`config.mk`:
```
export PLATFORM = sky130hd
export DESIGN_NAME = instr_encoder
export DESIGN_NICKNAME = d
export VERILOG_FILES = /design/src/rtl/instr_encoder.sv
export SDC_FILE = /design/constraint.sdc
export NUM_CORES = 1
export LEC_CHECK = 0
export CAP_MARGIN = 20
export CORE_MARGIN = 3
export CORE_UTILIZATION = 44
export CTS_CLUSTER_DIAMETER = 80
export CTS_CLUSTER_SIZE = 20
export DETAILED_ROUTE_END_ITERATION = 10
export GPL_ROUTABILITY_DRIVEN = 0
export PLACE_DENSITY = 0.82
export SLEW_MARGIN = 10
export SYNTH_ARGS = -nofsm -noshare
export SYNTH_HDL_FRONTEND = slang
export SYNTH_SLANG_ARGS = --single-unit
```
`constraint.sdc`:
```
create_clock -name clk -period 2.5 [get_ports clk]
set_input_delay 0.375 -clock clk [delete_from_list [all_inputs] [get_ports clk]]
set_output_delay 0.375 -clock clk [all_outputs]
set_load 0.01 [all_outputs]
```
`src/rtl/instr_encoder.sv`:
```
// ============================================================================
// instr_encoder : builds MIPS instruction words and writes them to imem at an
// auto-incrementing byte address.  Optional macro: INSTR_ENC_COP0_EN (COP0 op)
// Revision: 1.0
// ============================================================================
`default_nettype none

module instr_encoder #(
  parameter int ADDR_W = 10
) (
  input  logic              clk,
  input  logic              rst,
  input  logic              base_load,
  input  logic [ADDR_W-1:0] base_addr,
  input  logic              in_valid,
  output logic              in_ready,
  input  logic [4:0]        in_op,
  input  logic [4:0]        in_rs,
  input  logic [4:0]        in_rt,
  input  logic [4:0]        in_rd,
  input  logic [4:0]        in_shamt,
  input  logic [15:0]       in_imm,
  input  logic [25:0]       in_target,
  output logic              mem_we,
  output logic [ADDR_W-1:0] mem_addr,
  output logic [31:0]       mem_wdata,
  input  logic              mem_ack,
  output logic              err_illegal,
  output logic              wrapped,
  output logic [15:0]       word_count
);

  localparam logic [0:0] c_IDLE  = 1'b0;
  localparam logic [0:0] c_WRITE = 1'b1;

  logic [0:0]        state_q, state_d;
  logic [ADDR_W-1:0] addr_q;
  logic [31:0]       wdata_q;
  logic              err_q, wrapped_q;
  logic [15:0]       count_q;

  logic [5:0]        w_funct, w_opc;
  logic [31:0]       w_word;
  logic              w_legal;
  logic              w_accept;
  logic [ADDR_W-1:0] w_addr_inc;
  logic              w_unused;

  assign w_unused = ^base_addr[1:0];

  always_comb begin
    w_funct = 6'b000000;
    case (in_op)
      5'd1:    w_funct = 6'b000010;
      5'd2:    w_funct = 6'b000011;
      5'd5:    w_funct = 6'b100000;
      5'd6:    w_funct = 6'b100001;
      5'd7:    w_funct = 6'b100010;
      5'd8:    w_funct = 6'b100100;
      5'd9:    w_funct = 6'b100101;
      5'd10:   w_funct = 6'b100111;
      5'd11:   w_funct = 6'b101010;
      5'd12:   w_funct = 6'b101011;
      default: w_funct = 6'b000000;
    endcase
  end

  always_comb begin
    w_opc = 6'b000000;
    case (in_op)
      5'd13:   w_opc = 6'b000010;
      5'd14:   w_opc = 6'b000011;
      5'd15:   w_opc = 6'b000100;
      5'd16:   w_opc = 6'b000101;
      5'd17:   w_opc = 6'b001000;
      5'd18:   w_opc = 6'b001001;
      5'd19:   w_opc = 6'b001010;
      5'd20:   w_opc = 6'b001100;
      5'd21:   w_opc = 6'b001101;
      5'd22:   w_opc = 6'b001110;
      5'd23:   w_opc = 6'b100011;
      5'd24:   w_opc = 6'b101011;
      default: w_opc = 6'b000000;
    endcase
  end

  always_comb begin
    w_legal = 1'b1;
    w_word  = 32'h0;
    case (in_op)
      5'd0, 5'd1, 5'd2:
        w_word = {11'b0, in_rt, in_rd, in_shamt, w_funct};
      5'd3:
        w_word = {6'b000000, in_rs, 15'b0, 6'b001000};
      5'd4:
        w_word = {26'b0, 6'b001100};
      5'd5, 5'd6, 5'd7, 5'd8, 5'd9, 5'd10, 5'd11, 5'd12:
        w_word = {6'b000000, in_rs, in_rt, in_rd, 5'b0, w_funct};
      5'd13, 5'd14:
        w_word = {w_opc, in_target};
      5'd15, 5'd16, 5'd17, 5'd18, 5'd19, 5'd20, 5'd21, 5'd22, 5'd23, 5'd24:
        w_word = {w_opc, in_rs, in_rt, in_imm};
`ifdef INSTR_ENC_COP0_EN
      5'd25:
        w_word = {6'b010000, in_rs, in_rt, in_rd, 11'b0};
`endif
      default:
        w_legal = 1'b0;
    endcase
  end

  assign w_accept   = in_valid && in_ready;
  assign w_addr_inc = addr_q + ADDR_W'(4);

  // State register
  always_ff @(posedge clk or posedge rst) begin
    if (rst) state_q <= c_IDLE;
    else     state_q <= state_d;
  end

  // Next-state logic
  always_comb begin
    state_d = state_q;
    case (state_q)
      c_IDLE:  if (w_accept && w_legal) state_d = c_WRITE;
      c_WRITE: if (mem_ack) state_d = c_IDLE;
      default: state_d = c_IDLE;
    endcase
  end

  // Output logic; base_load steals the IDLE cycle so no request collides with it
  always_comb begin
    in_ready = 1'b0;
    mem_we   = 1'b0;
    case (state_q)
      c_IDLE:  in_ready = !base_load;
      c_WRITE: mem_we   = 1'b1;
      default: in_ready = 1'b0;
    endcase
  end

  always_ff @(posedge clk or posedge rst) begin
    if (rst) begin
      addr_q    <= '0;
      wdata_q   <= 32'h0;
      err_q     <= 1'b0;
      wrapped_q <= 1'b0;
      count_q   <= 16'h0;
    end else begin
      err_q <= w_accept && !w_legal;
      if (state_q == c_IDLE) begin
        if (base_load) addr_q <= {base_addr[ADDR_W-1:2], 2'b00};
        else if (w_accept && w_legal) wdata_q <= w_word;
      end else if (mem_ack) begin
        addr_q <= w_addr_inc;
        if (w_addr_inc == '0) wrapped_q <= 1'b1;
        if (count_q != 16'hFFFF) count_q <= count_q + 16'd1;
      end
    end
  end

  assign mem_addr    = addr_q;
  assign mem_wdata   = wdata_q;
  assign err_illegal = err_q;
  assign wrapped     = wrapped_q;
  assign word_count  = count_q;

endmodule

`default_nettype wire

```
## After elaboration in Yosys (flattened, before gate mapping)

Memory sizes are Yosys's and may differ from the RTL's.
Index checks and enable logic that the tools add are counted.

| word-level totals | value |
|---|---|
| memories kept | 2 |
| bits in registers | 61 |
| ROM bits | 240 |
| memory bits (writable) | 0 |
| bits in latches | 0 |

| cells by class | value |
|---|---|
| shift-type cells | 0 |
| muxes and demuxes | 11 |
| reduce and logical (&&, ||, !) cells | 17 |
| bitwise operators | 2 |
| equality and inequality tests | 26 |
| $lt $le $gt $ge | 0 |
| $mul | 0 |
| divide/modulo/power cells | 0 |
| add/subtract/negate cells | 2 |

Memory list:

| memory | words | width | read ports | clocked after memory_dff | wr ports | line | RTL |
|---|---|---|---|---|---|---|---|
| (name not given) | 32 | 5 | 1 | 0 | 0 | 70 | `case (in_op)` |
| (name not given) | 16 | 5 | 1 | 0 | 0 | 53 | `case (in_op)` |

Operators by type and width:

| cell | count |
|---|---|
| $pmux W32 S6 | 1 |
| $eq A5 B5 Y1 const B | 9 |
| $eq A5 B4 Y1 const B | 8 |
| $mux W10 | 3 |
| $reduce_or A25 Y1 | 1 |
| $eq A5 B3 Y1 const B | 4 |
| $add A16 B1 Y16 const B | 1 |
| $ne A16 B16 Y1 const B | 1 |
| $add A10 B3 Y10 const B | 1 |
| $eq A5 B2 Y1 const B | 2 |
| $logic_not A10 Y1 | 1 |
| $reduce_or A10 Y1 | 1 |
| $reduce_and A3 Y1 | 3 |
| $reduce_or A8 Y1 | 1 |
| $mux W6 | 1 |
| $eq A5 B1 Y1 const B | 1 |
| $logic_not A5 Y1 | 1 |
| $mux W1 | 5 |
| $logic_and A1 B1 Y1 | 3 |
| $reduce_or A3 Y1 | 1 |
| $logic_not A1 Y1 | 2 |
| $ne A2 B2 Y1 const B | 1 |
| $not A1 Y1 | 2 |
| $pmux W1 S2 | 1 |
| 3 further kinds | 3 |

## Depth between registers and ports, before layout

| logic depth | value |
|---|---|
| depth in word-level cells | 6 |
| gate-level depth with buffers | 10 |
| gate-level depth less buffers | 7 |

## Worst setup path after synthesis

No wires, ideal clock.

| timing | value |
|---|---|
| path kind | input port to flip-flop |
| start point | input in_op[1] |
| end point | register wdata_q[21], in the netlist mem_wdata[21] |
| cell stages on the path | 7 |
| setup slack | 0.502 ns |
| arrival time | 1.873 ns |
| data required time | 2.375 ns |
| cells stage by stage | inv_1 ha_1 o21ai_1 a221o_1 a21oi_4 buf_8 mux2_4 |

| on the way | value |
|---|---|
| longest elaborated chain between the ends | 5 |
| elaborated cells on any way between the ends | 34 |

Ends and longest elaborated chain:

| item | line | RTL |
|---|---|---|
| from (decl) | 17 | `input logic [4:0] in_op,` |
| $eq A5 B4 Y1 (tied with other cells) | 90 | `case (in_op)` |
| $reduce_or A25 Y1 (no line) | n/a |  |
| $mux W1 | 90 |  |
| $logic_and A1 B1 Y1 | 153 | `else if (w_accept && w_legal) wdata_q <= w_word;` |
| $reduce_and A3 Y1 (no line) | n/a |  |
| to (signal assigned) | 153 |  |
| to (decl) | 38 | `logic [31:0] wdata_q;` |

Several ways; a longest one is shown, not always the timed one.
A chain may end at the register's enable or synchronous reset.

## Worst setup path after layout

| timing | value |
|---|---|
| start point | input in_op[0] |
| end point | register wdata_q[9], in the netlist mem_wdata[9] |

The elaborated chain is that of the path after synthesis.

==> metrics.json <==
{
  "timing_worst_slew_pin_value_ps": 849.1,
  "clkTransAtPathRegs_ps": 70,
  "routedWlPerCell_um": 16.03,
  "antenna_found_initial": 0,
  "timing.critical_path.to_type": "register",
  "skew_ps": 4.829,
  "dieWidth_um": 94.99,
  "number_of_global_route_vias_before_repair": 3467,
  "path_max_fanout": 5,
  "detailedRoute.firstIterationViolations": 168,
  "timing.rr.end": "word_count[1]",
  "diodes": 0,
  "finalPower_uw": 3528,
  "fin_setup_tns_ps": 0,
  "p_leak_uw": 0.002292,
  "initial_core_util_pct": 46.79,
  "post_synth_main_area_contributors": "sky130_fd_sc_hd__dfrtp_1 42%, sky130_fd_sc_hd__nor3_1 4.0%, sky130_fd_sc_hd__a21oi_1 3.6%, sky130_fd_sc_hd__mux2_4 3.4%, sky130_fd_sc_hd__ha_1 2.9%",
  "io_buffer_count": 138,
  "pins_over_their_slew_limit": 0,
  "max_capacitance_violation_total": 0,
  "io_pins": 144,
  "avgSynthCellArea_sq_um": 9.521,
  "design.core.area_sq_um": 7447,
  "final-hold-violation-count": 0,
  "power_per_standard_cell_area_nw_per_um2": 651.3,
  "cp.required_ps": 2760,
  "detailed_route_via_count": 3489,
  "post-route-min-period_ps": 2289,
  "r2r-start": "word_count[0]",
  "totalWireLength_um": 10160,
  "clock_sinks": 58,
  "detail_route.vias_per_cell": 5.503,
  "estimated_wirelength_of_the_detail_placed_design_um": 7889,
  "final.period_utilization_pct": 91.55,
  "most_common_library_cell_in_the_layout_ignoring_fill_and_taps": "sky130_fd_sc_hd__clkdlybuf4s50_1",
  "r2r_worst_path_depth": 5,
  "clk_latency_ps": 330,
  "clock_tree.buffer_depth": 2,
  "first_pass_grt_wire_length_um": 16280,
  "tritoncts_clock_tree": "yes",
  "drc": 0,
  "timing.fmax_ghz": 0.4369,
  "fillerInstances": 563,
  "fp.dieArea_sq_um": 9023,
  "outcome": "finished, final reports clean",
  "synth_top_cell_area_share_pct": 41.65,
  "synthArstFlopShare_pct": 100.0,
  "layout-drive-gt1-share_pct": 14.95,
  "worst-setup-path-type": "primary input to register",
  "hold_path_class": "primary input to async pin",
  "grt_usage_pct": 23.07,
  "vdd.ir_drop.worst_mv": 0.4849,
  "grt_overflow": 0,
  "commonest_cells_after_routing_fill_and_taps_aside": "138 x sky130_fd_sc_hd__clkdlybuf4s50_1, 58 x sky130_fd_sc_hd__dfrtp_1, 37 x sky130_fd_sc_hd__buf_4",
  "chipHeight_um": 94.99,
  "synth_top_flop_cell": "sky130_fd_sc_hd__dfrtp_1",
  "std_cell_rows": 31,
  "drt_pass1_iterations": 5,
  "ant_nets": 0,
  "cp_data_arrival_time_ps": 2540,
  "timing.slew.headroom_pct": 42.87,
  "post_cts_buffers": 0,
  "ff2ff_setup_slack_ps": 340,
  "post_cts.resized_instances": 0,
  "ys_ff_latch": 58,
  "cts_hold_buffers": 0,
  "htree_levels": 3,
  "cts.root.buffer_cell": "sky130_fd_sc_hd__clkbuf_8",
  "crit_path_start_kind": "primary input",
  "final_nets": 620,
  "yosysUniqueCellTypes": 57,
  "setup-violations-final": 0,
  "rsz_0062_raised_after_global_routing": "false",
  "numCtsBuffers": 9,
  "grt_start_max_net_pins": 33,
  "yosysSeqAreaShare_pct": 41.65,
  "synth.cell_area_sq_um": 3485,
  "post_synth_inst_count": 366,
  "number_of_warnings_issued_by_yosys": 0,
  "synth_edf_count": 0,
  "synth_top_cell_by_area": "sky130_fd_sc_hd__dfrtp_1",
  "synthToLayoutAreaGrowth_pct": 55.44
}
state kept, by name (all words and copies together), names as in the netlist:
register     cells
mem_wdata       31
word_count      16
mem_addr         8
err_illegal      1
state_q          1
wrapped          1
how the worst max path moves through the flow:
stage               depth (start not counted)            end     start
floorplan                                   7  mem_wdata[21]  in_op[1]
finish                                      8   mem_wdata[9]  in_op[0]
global route                                8   mem_wdata[9]  in_op[0]
CTS                                         8   mem_wdata[9]  in_op[0]
global placement                           10   mem_wdata[6]  in_op[0]
detailed placement                          8   mem_wdata[9]  in_op[0]
stage by stage:
step	hold WS, ps	cells	util [%]	instance area (sq um)	setup slack (ps)
finish	447.8	634	72.73	5416	211.2
floorplan	506.4	368	-	3492	502.3
global route	508.7	634	72.73	5416	64.23
global placement	467.2	618	69.98	5211	-72.72
CTS	476.8	634	72.73	5416	194.8
detailed placement	479.6	618	69.98	5211	-156.9
logic make-up (layout without fill, tap and decap cells):
family,Yosys count,count (layout),synth area share (%)
adder cells (fa/ha/maj),8,8,2.873
other,1,3,0.1076
AND/OR/NAND/NOR,120,120,17.52
XOR/XNOR,15,15,3.770
multiplexers,19,19,7.181
AO/OA/AOI/OAI,99,99,20.22
flip-flops,58,58,41.65
buffers and inverters,46,213,6.679
cell type report:
class | count | area, sq um | share of cell area [%]
flip-flops and latches | 58 | 1451 | 26.80
multi-input cells | 264 | 1813 | 33.47
clock inverters | 4 | 50.05 | 0.9240
repair buffers | 180 | 1759 | 32.48
well taps | 99 | 123.9 | 2.287
clock buffers | 12 | 155.1 | 2.864
inverters | 17 | 63.81 | 1.178
metal layers:
layer	vias up	global-route usage, %	routed length [um]
li1	1674	-	-
met1	1632	26.52	3889
met2	163	40.58	5211
met3	20	7.649	857
met4	0	6.971	205
met5	-	0	0
where the power goes:
group / leakage [uW] / total, uW / switching, uW / internal (uW)
clock network: 0.0000986 / 890 / 377 / 513
logic: 0.00148 / 1300 / 537 / 767
registers: 0.000713 / 1330 / 189 / 1150
Yosys cell counts (all sizes together) (2+ instances only):
master,instances
o22a,6
a31oi,12
inv,17
nand3,14
o22ai,3
o31ai,2
nor2,22
nand2,25
xor2,9
a22oi,8
buf,22
mux2i,4
and3,4
a32oi,5
clkbuf,7
nor2b,4
a21oi,26
o21ai,13
xnor2,6
nor4,7
a2bb2oi,2
dfrtp,58
nor3,28
a22o,6
a21o,2
mux2,14
a222oi,6
a221o,3
nand4,3
ha,8
nand2b,5
and4,2
critical path, cell delays in order:
cell and delay [ps]:
sky130_fd_sc_hd__clkdlybuf4s50_1 480, sky130_fd_sc_hd__buf_4 140, sky130_fd_sc_hd__ha_1 270, sky130_fd_sc_hd__buf_4 160
sky130_fd_sc_hd__nor3_1 50, sky130_fd_sc_hd__nor4_1 650, sky130_fd_sc_hd__a222oi_1 200, sky130_fd_sc_hd__a21oi_1 210
No activity file was read; power rests on OpenSTA's default activity.
